File: src/rtl/bet_pkg.sv
// Shared definitions for the bet slot bank: FSM state encoding, reserved
// opcode values (functions of the opcode width) and the "no colour" code.
package bet_pkg;

  typedef enum logic [1:0] {
    ST_OPEN   = 2'd0,
    ST_LOCKED = 2'd1,
    ST_DRAIN  = 2'd2
  } bet_state_e;

  localparam logic [2:0] COLOR_NONE = 3'd0;

  // Reserved opcodes sit at the top of the opcode space.
  function automatic logic [31:0] opcode_none(input int unsigned w);
    return (32'd1 << w) - 32'd1;
  endfunction

  function automatic logic [31:0] opcode_spin(input int unsigned w);
    return (32'd1 << w) - 32'd2;
  endfunction

  function automatic logic [31:0] opcode_undo(input int unsigned w);
    return (32'd1 << w) - 32'd3;
  endfunction

endpackage

File: src/rtl/bet_strobe_edge.sv
// Rising-edge detector for a level coming from a PS/2-style controller:
// a held level yields a single one-cycle strobe.
module bet_strobe_edge (
  input  logic clk_i,
  input  logic rst_i,
  input  logic level_i,
  output logic strobe_o
);

  logic level_q;

  always_ff @(posedge clk_i or posedge rst_i) begin
    if (rst_i) begin
      level_q <= 1'b0;
    end else begin
      level_q <= level_i;
    end
  end

  assign strobe_o = level_i & ~level_q;

endmodule

File: src/rtl/bet_slot_bank.sv
// Bet slot bank: latches colour-tagged bet opcodes, requests a spin, locks
// during it and clears after spin_done. Optional UNDO support: BET_SLOT_UNDO_EN.
//
// Handshake: read_data is a level; only its rising edge is an event. Each
// event yields at most one registered pulse (bet_accept, bet_reject or
// spin_req) one cycle later. spin_done is a one-cycle pulse honoured only
// while LOCKED. state_dbg exposes the FSM state.
module bet_slot_bank
  import bet_pkg::*;
#(
  parameter  int NUM_SLOTS = 12,
  parameter  int OPCODE_W  = 6,
  parameter  int COLOR_W   = 2,
  localparam int SLOT_W    = COLOR_W + OPCODE_W,
  localparam int CNT_W     = $clog2(NUM_SLOTS + 1)
) (
  input  logic                        clock,
  input  logic                        reset,
  input  logic                        read_data,
  input  logic [OPCODE_W-1:0]         bet_opcode,
  input  logic [2:0]                  arduino_color,
  input  logic                        spin_done,
  output logic [NUM_SLOTS*SLOT_W-1:0] slots,
  output logic [CNT_W-1:0]            bet_count,
  output logic                        full,
  output logic                        locked,
  output logic                        spin_req,
  output logic                        bet_accept,
  output logic                        bet_reject,
  output bet_state_e                  state_dbg
);

  localparam logic [OPCODE_W-1:0] OP_SPIN = OPCODE_W'(opcode_spin(OPCODE_W));
  localparam logic [OPCODE_W-1:0] OP_NONE = OPCODE_W'(opcode_none(OPCODE_W));
  localparam logic [OPCODE_W-1:0] OP_UNDO = OPCODE_W'(opcode_undo(OPCODE_W));
  localparam logic [CNT_W-1:0]    MAX_CNT = CNT_W'(NUM_SLOTS);

  bet_state_e        state_q, state_d;
  logic [SLOT_W-1:0] slots_q [NUM_SLOTS];
  logic [SLOT_W-1:0] slots_d [NUM_SLOTS];
  logic [CNT_W-1:0]  count_q, count_d;
  logic              accept_q, accept_d;
  logic              reject_q, reject_d;
  logic              spin_q, spin_d;
  logic              strobe;
  logic              is_spin, is_reserved, bet_ok;

  bet_strobe_edge u_edge (
    .clk_i   (clock),
    .rst_i   (reset),
    .level_i (read_data),
    .strobe_o(strobe)
  );

  assign is_spin     = (bet_opcode == OP_SPIN);
  assign is_reserved = is_spin || (bet_opcode == OP_NONE) || (bet_opcode == OP_UNDO);
  assign bet_ok      = !is_reserved && (arduino_color != COLOR_NONE) && (count_q < MAX_CNT);

  always_comb begin
    state_d  = state_q;
    slots_d  = slots_q;
    count_d  = count_q;
    accept_d = 1'b0;
    reject_d = 1'b0;
    spin_d   = 1'b0;
    unique case (state_q)
      ST_OPEN: begin
        if (strobe) begin
          if (is_spin) begin
            if (count_q != '0) begin
              spin_d  = 1'b1;
              state_d = ST_LOCKED;
            end else begin
              reject_d = 1'b1;
            end
`ifdef BET_SLOT_UNDO_EN
          end else if (bet_opcode == OP_UNDO) begin
            if (count_q != '0) begin
              for (int i = 0; i < NUM_SLOTS; i++) begin
                if (CNT_W'(i) == count_q - CNT_W'(1)) slots_d[i] = '0;
              end
              count_d  = count_q - CNT_W'(1);
              accept_d = 1'b1;
            end else begin
              reject_d = 1'b1;
            end
`endif
          end else if (bet_ok) begin
            for (int i = 0; i < NUM_SLOTS; i++) begin
              if (CNT_W'(i) == count_q) slots_d[i] = {arduino_color[COLOR_W-1:0], bet_opcode};
            end
            count_d  = count_q + CNT_W'(1);
            accept_d = 1'b1;
          end else begin
            reject_d = 1'b1;
          end
        end
      end
      // spin_done has priority; strobes are dropped while locked.
      ST_LOCKED: begin
        if (spin_done) state_d = ST_DRAIN;
      end
      ST_DRAIN: begin
        for (int i = 0; i < NUM_SLOTS; i++) slots_d[i] = '0;
        count_d = '0;
        state_d = ST_OPEN;
      end
      default: state_d = ST_OPEN;
    endcase
  end

  always_ff @(posedge clock or posedge reset) begin
    if (reset) begin
      state_q  <= ST_OPEN;
      count_q  <= '0;
      accept_q <= 1'b0;
      reject_q <= 1'b0;
      spin_q   <= 1'b0;
      for (int i = 0; i < NUM_SLOTS; i++) slots_q[i] <= '0;
    end else begin
      state_q  <= state_d;
      count_q  <= count_d;
      accept_q <= accept_d;
      reject_q <= reject_d;
      spin_q   <= spin_d;
      for (int i = 0; i < NUM_SLOTS; i++) slots_q[i] <= slots_d[i];
    end
  end

  for (genvar g = 0; g < NUM_SLOTS; g++) begin : g_flat
    assign slots[g*SLOT_W +: SLOT_W] = slots_q[g];
  end

  assign bet_count  = count_q;
  assign full       = (count_q == MAX_CNT);
  assign locked     = (state_q != ST_OPEN);
  assign spin_req   = spin_q;
  assign bet_accept = accept_q;
  assign bet_reject = reject_q;
  assign state_dbg  = state_q;

endmodule

File: config.mk
export PLATFORM = sky130hd
export DESIGN_NAME = bet_slot_bank
export DESIGN_NICKNAME = d
export VERILOG_FILES = /design/src/rtl/bet_pkg.sv /design/src/rtl/bet_strobe_edge.sv /design/src/rtl/bet_slot_bank.sv
export SDC_FILE = /design/constraint.sdc
export NUM_CORES = 1
export LEC_CHECK = 0
export BUFFER_PORTS_ARGS = -buffer_cell sky130_fd_sc_hd__buf_2
export CELL_PAD_IN_SITES_DETAIL_PLACEMENT = 0
export CELL_PAD_IN_SITES_GLOBAL_PLACEMENT = 2
export CORE_UTILIZATION = 30
export DETAILED_ROUTE_END_ITERATION = 8
export PLACE_DENSITY_LB_ADDON = 0.05
export SYNTH_ARGS = -nofsm -noshare
export SYNTH_HDL_FRONTEND = slang
export SYNTH_HIERARCHICAL = 1
export SYNTH_SLANG_ARGS = --single-unit
File: constraint.sdc
create_clock -name clock -period 3.9 [get_ports clock]
set_clock_uncertainty 0.15 [all_clocks]
set_input_delay 0.195 -clock clock [delete_from_list [all_inputs] [get_ports clock]]
set_output_delay 0.195 -clock clock [all_outputs]
set_load 0.005 [all_outputs]
==> results of run 1 <==
==> metal layers <==
layer	vias up	share of wire, %	global-route usage [%]
met3	12	5.1	4.13
met4	0	1.3	5.81
met2	76	44	25.4
li1	1550	-	-
met1	1680	50	25.2
met5	-	0	0
==> synth_stat cells <==
| cell | number |
|---|---|
| buf_2 | 13 |
| or2_2 | 1 |
| a21o_1 | 1 |
| nand3_4 | 1 |
| nand4_4 | 8 |
| a41o_1 | 1 |
| o211a_1 | 1 |
| nand2b_1 | 2 |
| or2_1 | 1 |
| a41oi_1 | 1 |
| nor3_4 | 1 |
| nand2_1 | 107 |
| buf_4 | 5 |
| nor2b_1 | 3 |
| nand4_1 | 2 |
| ha_1 | 4 |
| a2111oi_2 | 1 |
| and3_1 | 3 |
| clkbuf_1 | 8 |
| nor3_2 | 1 |
| nor2b_4 | 1 |
| buf_6 | 3 |
| a21oi_1 | 2 |
| nand3_1 | 3 |
| nor3b_4 | 2 |
| a211o_1 | 1 |
| inv_1 | 5 |
| nor4_1 | 1 |
| or3_4 | 1 |
| nor2_1 | 6 |
| nor3b_1 | 2 |
| nand4b_2 | 2 |
| mux2i_1 | 96 |
| dfrtp_1 | 106 |
==> power groups by stage <==
stage | registers, uW | logic [uW] | clock network (uW)
2_1_floorplan | 1910 | 726 | 0
3_3_place_gp | 1940 | 1400 | 0
3_5_place_dp | 1940 | 1420 | 0
4_1_cts | 1930 | 1430 | 970
5_1_grt | 1990 | 1580 | 1010
6_report | 1920 | 1390 | 933
==> critical path, cell delays in order <==
cell and delay [ns]:
dlygate4sd3_1 0.52, buf_2 0.11, nor2b_4 0.13, nor2b_2 0.13
buf_4 0.28, o211a_1 0.41, nand4b_2 0.42, mux2i_1 0.23
==> layout make-up <==
cell class	instances	area (sq um)
Clock inverter	3	47.5
Fill cell	1547	9550
Sequential cell	106	2650
Timing Repair Buffer	126	656
Clock buffer	13	250
Inverter	5	21.3
Multi-Input combinational cell	256	1930
Tap cell	211	264
==> through the flow <==
| step | setup slack [ns] | utilization (%) | instances |
|---|---|---|---|
| after floorplan | 0.794 | - | 396 |
| after global placement | 1.37 | 35.8 | 701 |
| after detailed placement | 1.35 | 35.8 | 701 |
| after CTS | 1.45 | 37.9 | 720 |
| after global routing | 1.31 | 37.9 | 720 |
| final | 1.52 | 37.9 | 720 |
==> final timing paths <==
kind | start | to | slack [ns] | cells past startpoint
setup reg to reg | state_dbg[0]$_DFFE_PP0P_ | slots[18]$_DFFE_PP0P_ | 1.52 | 3
hold reg to reg | slots[10]$_DFFE_PP0P_ | slots[10]$_DFFE_PP0P_ | 0.37 | 2
setup / recovery | read_data | slots[46]$_DFFE_PP0P_ | 1.52 | 8
max in group asynchronous | reset | slots[60]$_DFFE_PP0P_ | 2.35 | 4
hold / removal | bet_opcode[0] | spin_req$_DFF_PP0_ | 0.04 | 3
min in group asynchronous | reset | u_edge/level_q$_DFF_PP0_ | 0.10 | 3
==> cell families after synthesis <==
| family | share of synthesized area, % |
|---|---|
| compound gates | 1.47 |
| fa+ha+maj | 1.05 |
| buf+inv | 3.89 |
| flops | 55.7 |
| mux | 20.2 |
| simple gates | 17.7 |
==> state kept, by name (all words and copies together) (netlist names) <==
register	count
bet_count	4
u_edge/level_q	1
bet_accept	1
spin_req	1
bet_reject	1
state_dbg	2
slots	96
==> run metrics, run 1 <==
status=complete, no violations; initial antenna violation count=0; Critical Path AT=2.43 ns; post-route minimum period=between 2 and 2.5 ns; H-tree depth=3; Mapped Cells=396; switching share of power=between 30 and 40%; Inserted Clock Buffers=9; die area=~16,000 sq um; Synth area leaders=dfrtp_1 56%, mux2i_1 20%, nand2_1 8.4%; warnings from Yosys=6; Final Cycle Share=about three fifths; Site Rows=45; Leakage Power=0.00346 uW; Worst-Margin Slew=0.823 ns; Post-CTS Setup Inserts=0; # resized after CTS=0; Mapped Area=4760 sq um; Syn Nets=about 410; Required @ worst endpoint=3.95 ns; Routed WL=13,500 um; drt first pass iters=4; Peak VDD IR=~0.29 mV; WHS=0.0404 ns; cell taking the most area after synthesis=dfrtp_1; Area growth syn-to-layout=22.3%; first-pass GRT wire length=20,900 um; Overflow after GRT=0; Int Power=2800 uW; PwrDens=729 nW/um^2; Seq/Total Area, Yosys=55.7%; DR vias=3,318; diodes inserted=0; IO buf count=about 120; setup TNS=0 ns; Core ar.=15,400 sq um; Synth top area share=55.7%; Vias/cell=4.61; Max-Cap Viols=0; Design Area, Final=~5800 sq um; Final Max Tran Viols=0; DRC Markers=0; Setup CP Type=in -> reg; Hold Crit Class=in -> reg; logic gate share of total power=32.8%; Synth Register Bits=106; sw power=1450 uW; DRT iter0 DRCs=183; final hold violation count=0; Reg clk slew, reported paths=0.07 ns; root buffer cell=clkbuf_16; count of cell types in the netlist=34; top-level port count=120; Clk pwr share=between 20 and 25%; sequential power share=45.2%; vias in the first global route=3,307; most frequent cells in the layout=119 x buf_2, 107 x nand2_1, 106 x dfrtp_1, 96 x mux2i_1, 9 x clkbuf_16; Clock Tree Buf Depth=2; # hold bufs at CTS=3; post-detail-place hpwl=8660 um; clock sink count=106; leading cell type in the layout, fill and taps excluded=buf_2; Die W=128 um; Worst setup SP type=input pin; antenna-violating nets left=0; final setup vio count=0; Nets=around 520; Total Power=4240 uW; Avg WL per Cell=18.7 um; CTS tree=yes; layout cells sized above 1=31.0%; Placed Area=5500 sq um; unrepaired setup endpoints after global routing=false; Initial Util=31.0%; largest net degree at the start of global routing=57; Total GRT Usage=17.4%; Worst setup EP type=flip-flop; crit-path max FO=12; Max Clock Freq=between 400 and 500 MHz; GP Congestion=0.730; Die Ht=roughly 130 um; relative slew slack=45.0%; Clock Latency Late Sink=0.35 ns; Avg Cell Area, Syn=about 12 sq um
Power figures use the tool's default switching activity.
==> inputs of run 2 (changes only) <==
--- a/config.mk
+++ b/config.mk
@@ -5,6 +5,7 @@
 export SDC_FILE = /design/constraint.sdc
 export NUM_CORES = 1
 export LEC_CHECK = 0
+export ABC_AREA = 1
 export BUFFER_PORTS_ARGS = -buffer_cell sky130_fd_sc_hd__buf_2
 export CELL_PAD_IN_SITES_DETAIL_PLACEMENT = 0
 export CELL_PAD_IN_SITES_GLOBAL_PLACEMENT = 2
==> constraint.sdc (replaced) <==
create_clock -name clock -period 2.4 [get_ports clock]
set_clock_uncertainty 0.15 [all_clocks]
set_input_delay 0.12 -clock clock [delete_from_list [all_inputs] [get_ports clock]]
set_output_delay 0.12 -clock clock [all_outputs]
set_load 0.005 [all_outputs]
==> run 2 against run 1 <==
  * Clock-buffer cell count did not move
  * Combinational power rose by 69%
  * Largest power group unchanged
  * Synthesized cell count rose by 34%
  * Utilization rose by 2.1 points
  * Critical path type unchanged
  * Non-clock buffer count rose by 39
  * Clock power rose by 59%
  * Highest routed layer unchanged
==> run metrics, run 2 <==
Die Ht=127 um (-0.53%); Syn Nets=549 (+33%); post-route minimum period=1.94 ns; Synth Register Bits=106 (unchanged); most common cell in the netlist=nand2_1; Mapped Cells=532 (+34%); Synth area leaders=dfrtp_1 56%, nand2_1 17%, nand4_1 13%; Synth top cells by count=212 x nand2_1, 106 x dfrtp_1, 96 x nand4_1; Mapped Area=4710 sq um (-1.1%); Worst setup SP type=input pin; layout cells sized above 1=28.4% (-2.6 points); most frequent cells in the layout=212 x nand2_1, 119 x buf_2, 106 x dfrtp_1, 96 x nand4_1, 37 x buf_4; sequential power share=44.0% (-1.2 points); Avg Cell Area, Syn=8.85 sq um (-26%); sw power=2440 uW (+69%); Site Rows=45 (unchanged); first-pass GRT wire length=22,900 um (+10%); met3 Use GR=3.31% (-0.82 points); count of cell types in the netlist=24 (-29%); CTS tree=yes; Worst-Margin Slew=0.593 ns (-0.229 ns); switching share of power=35.7% (+1.7 points); Final Cycle Share=a little over 80%; EDFF count, synth=0 (unchanged); global route hottest layer=met2; Vias/cell=4.76 (+3.4%); WHS=0.0770 ns (+0.0366 ns); initial antenna violation count=0 (unchanged); Area growth syn-to-layout=29.7%; DR vias=4,258 (+28%); CP delay by family, top=simple AND/OR/NAND/NOR gates; number of flip-flops under the largest register name=96 (unchanged); Required @ worst endpoint=2.49 ns (-1.46 ns); Critical path buffers and inverters=4 (+1); Total GRT Usage=18.7% (+1.3 points); Peak VDD IR=0.405 mV (+39%); unrepaired setup endpoints after global routing=false; diodes inserted=0 (unchanged); crit-path max FO=55 (+43); relative slew slack=60.4% (+15 points); Overflow after GRT=0 (unchanged); Max Clock Freq=between 500 and 600 MHz; status=complete, no violations; cell chain of the critical path=dlygate4sd3_1, buf_2, inv_1, nor2_2, nor2_1, nor2_4, buf_12, nand3_1, nand2_1, nand2_1; Critical Path AT=2.02 ns (-0.41 ns); top-level port count=120 (unchanged); Avg WL per Cell=16.2 um (-13%); Setup CP Type=in -> reg; cell mode on critical path=nand2_1; root buffer cell=clkbuf_16; PwrDens=1120 nW/um^2 (+53%); Worst path max stage delay=0.52 ns (about the same); Synth top area share=56.3% (+0.61 points); async set-reset flop share out of synthesis=100% (unchanged); Clk pwr share=21.6% (-0.4 points); Clock Tree Buf Depth=2 (unchanged); Inserted Clock Buffers=9 (unchanged); largest net degree at the start of global routing=106 (+86%); drt first pass iters=4 (unchanged); die area=16,200 sq um (-1.1%); final hold violation count=0 (unchanged); Die W=127 um (-0.53%); DRC Markers=0 (unchanged); Worst setup EP type=flip-flop; Top FF cell, synth=dfrtp_1; Core ar.=15,300 sq um (-0.73%); Leakage Power=0.00337 uW (-2.5%); met1 Usage GRT=25.8% (+0.59 points); antenna-violating nets left=0 (unchanged); final setup vio count=0 (unchanged); vias in the first global route=4,104 (+24%); cell taking the most area after synthesis=dfrtp_1; Nets=695 (+33%); met2 usage=29.2% (+3.8 points); Initial Util=30.9% (-0.11 points); CP max-delay cell=dlygate4sd3_1; Reg clk slew, reported paths=0.07 ns (about the same); DRT iter0 DRCs=304 (+66%); Clock Latency Late Sink=0.35 ns (about the same); clock sink count=106 (unchanged); post-detail-place hpwl=9870 um (+14%); Seq/Total Area, Yosys=56.3% (+0.61 points); Final Max Tran Viols=0 (unchanged); H-tree depth=3 (unchanged); Max-Cap Viols=0 (unchanged); leading cell type in the layout, fill and taps excluded=nand2_1; logic gate share of total power=34.4% (+1.6 points); Int Power=4390 uW (+57%); warnings from Yosys=6 (unchanged); Hold Crit Class=in -> reg; IO buf count=119 (unchanged); setup TNS=0 ns (unchanged); Routed WL=14,500 um (+7.6%); GP Congestion=0.805 (+10%)
## run 2: metal layers
metal  vias up  routed length (um)
li1       2102                   -
met1      2034                6950
met2       105                6700
met3        17                 585
met4         0                 259
met5         -                   0
## run 2: area by class of cell
class / instances / area, sq um
Fill cell: 1591 / 9150
Sequential cell: 106 / 2650
Multi-Input combinational cell: 372 / 1800
Timing Repair Buffer: 165 / 1000
Clock buffer: 13 / 270
Tap cell: 211 / 264
Inverter: 24 / 93.8
Clock inverter: 3 / 21.3
## run 2: logic make-up (layout without fill, tap and decap cells)
logic type      Yosys count  in the layout  synth area share [%]
fa+ha+maj                 4              4                  1.06
flops                   106            106                  56.3
simple gates            349            349                  34.3
buf+inv                  54            205                  5.47
xor+xnor                  2              2                 0.372
compound gates           17             17                  2.50
## run 2: metrics by stage
stage / instance area, sq um / utilization [%] / setup WS (ns) / total power (uW) / cells
after detailed placement: 5770 / 37.8 / 0.499 / 5430 / 873
after global routing: 6110 / 40.0 / 0.315 / 7390 / 894
after CTS: 6110 / 40.0 / 0.465 / 6940 / 894
after floorplan: 4710 / - / 0.660 / 4140 / 532
final: 6110 / 40.0 / 0.464 / 6830 / 894
after global placement: 5770 / 37.8 / 0.528 / 5390 / 873
## run 2: repair_timing
| item | 4_1_cts | 5_1_grt |
|---|---|---|
| hold buffers | 5 | 0 |
| gates resized for setup | 0 | 0 |
| endpoints found under the hold margin | 111 | 0 |
| buffers inserted | 0 | 0 |
## run 2: final timing paths
kind	startpoint	slack, ns	to	cells after the start
max reg2reg	u_edge/level_q$_DFF_PP0_	0.50	slots[17]$_DFFE_PP0P_	7
min	bet_opcode[3]	0.08	spin_req$_DFF_PP0_	5
min reg2reg	slots[60]$_DFFE_PP0P_	0.32	slots[60]$_DFFE_PP0P_	2
max in group asynchronous	reset	1.31	slots[43]$_DFFE_PP0P_	4
max	read_data	0.46	slots[17]$_DFFE_PP0P_	10
min in group asynchronous	reset	0.31	spin_req$_DFF_PP0_	4
## run 2: power by group through the flow
stage               combinational, uW  sequential, uW  clock (uW)
floorplan                        1080            3060           0
global placement                 2360            3030           0
detailed placement               2370            3060           0
CTS                              2390            3030        1530
global route                     2690            3110        1600
finish                           2350            3000        1480
## run 2: worst reg2reg max path, cell delays in order, from the launching register on
cell,delay [ns]
dfrtp_1,0.37
nor2_2,0.22
nor2_1,0.11
nor2_4,0.16
buf_12,0.26
nand3_1,0.32
nand2_1,0.15
nand2_1,0.06
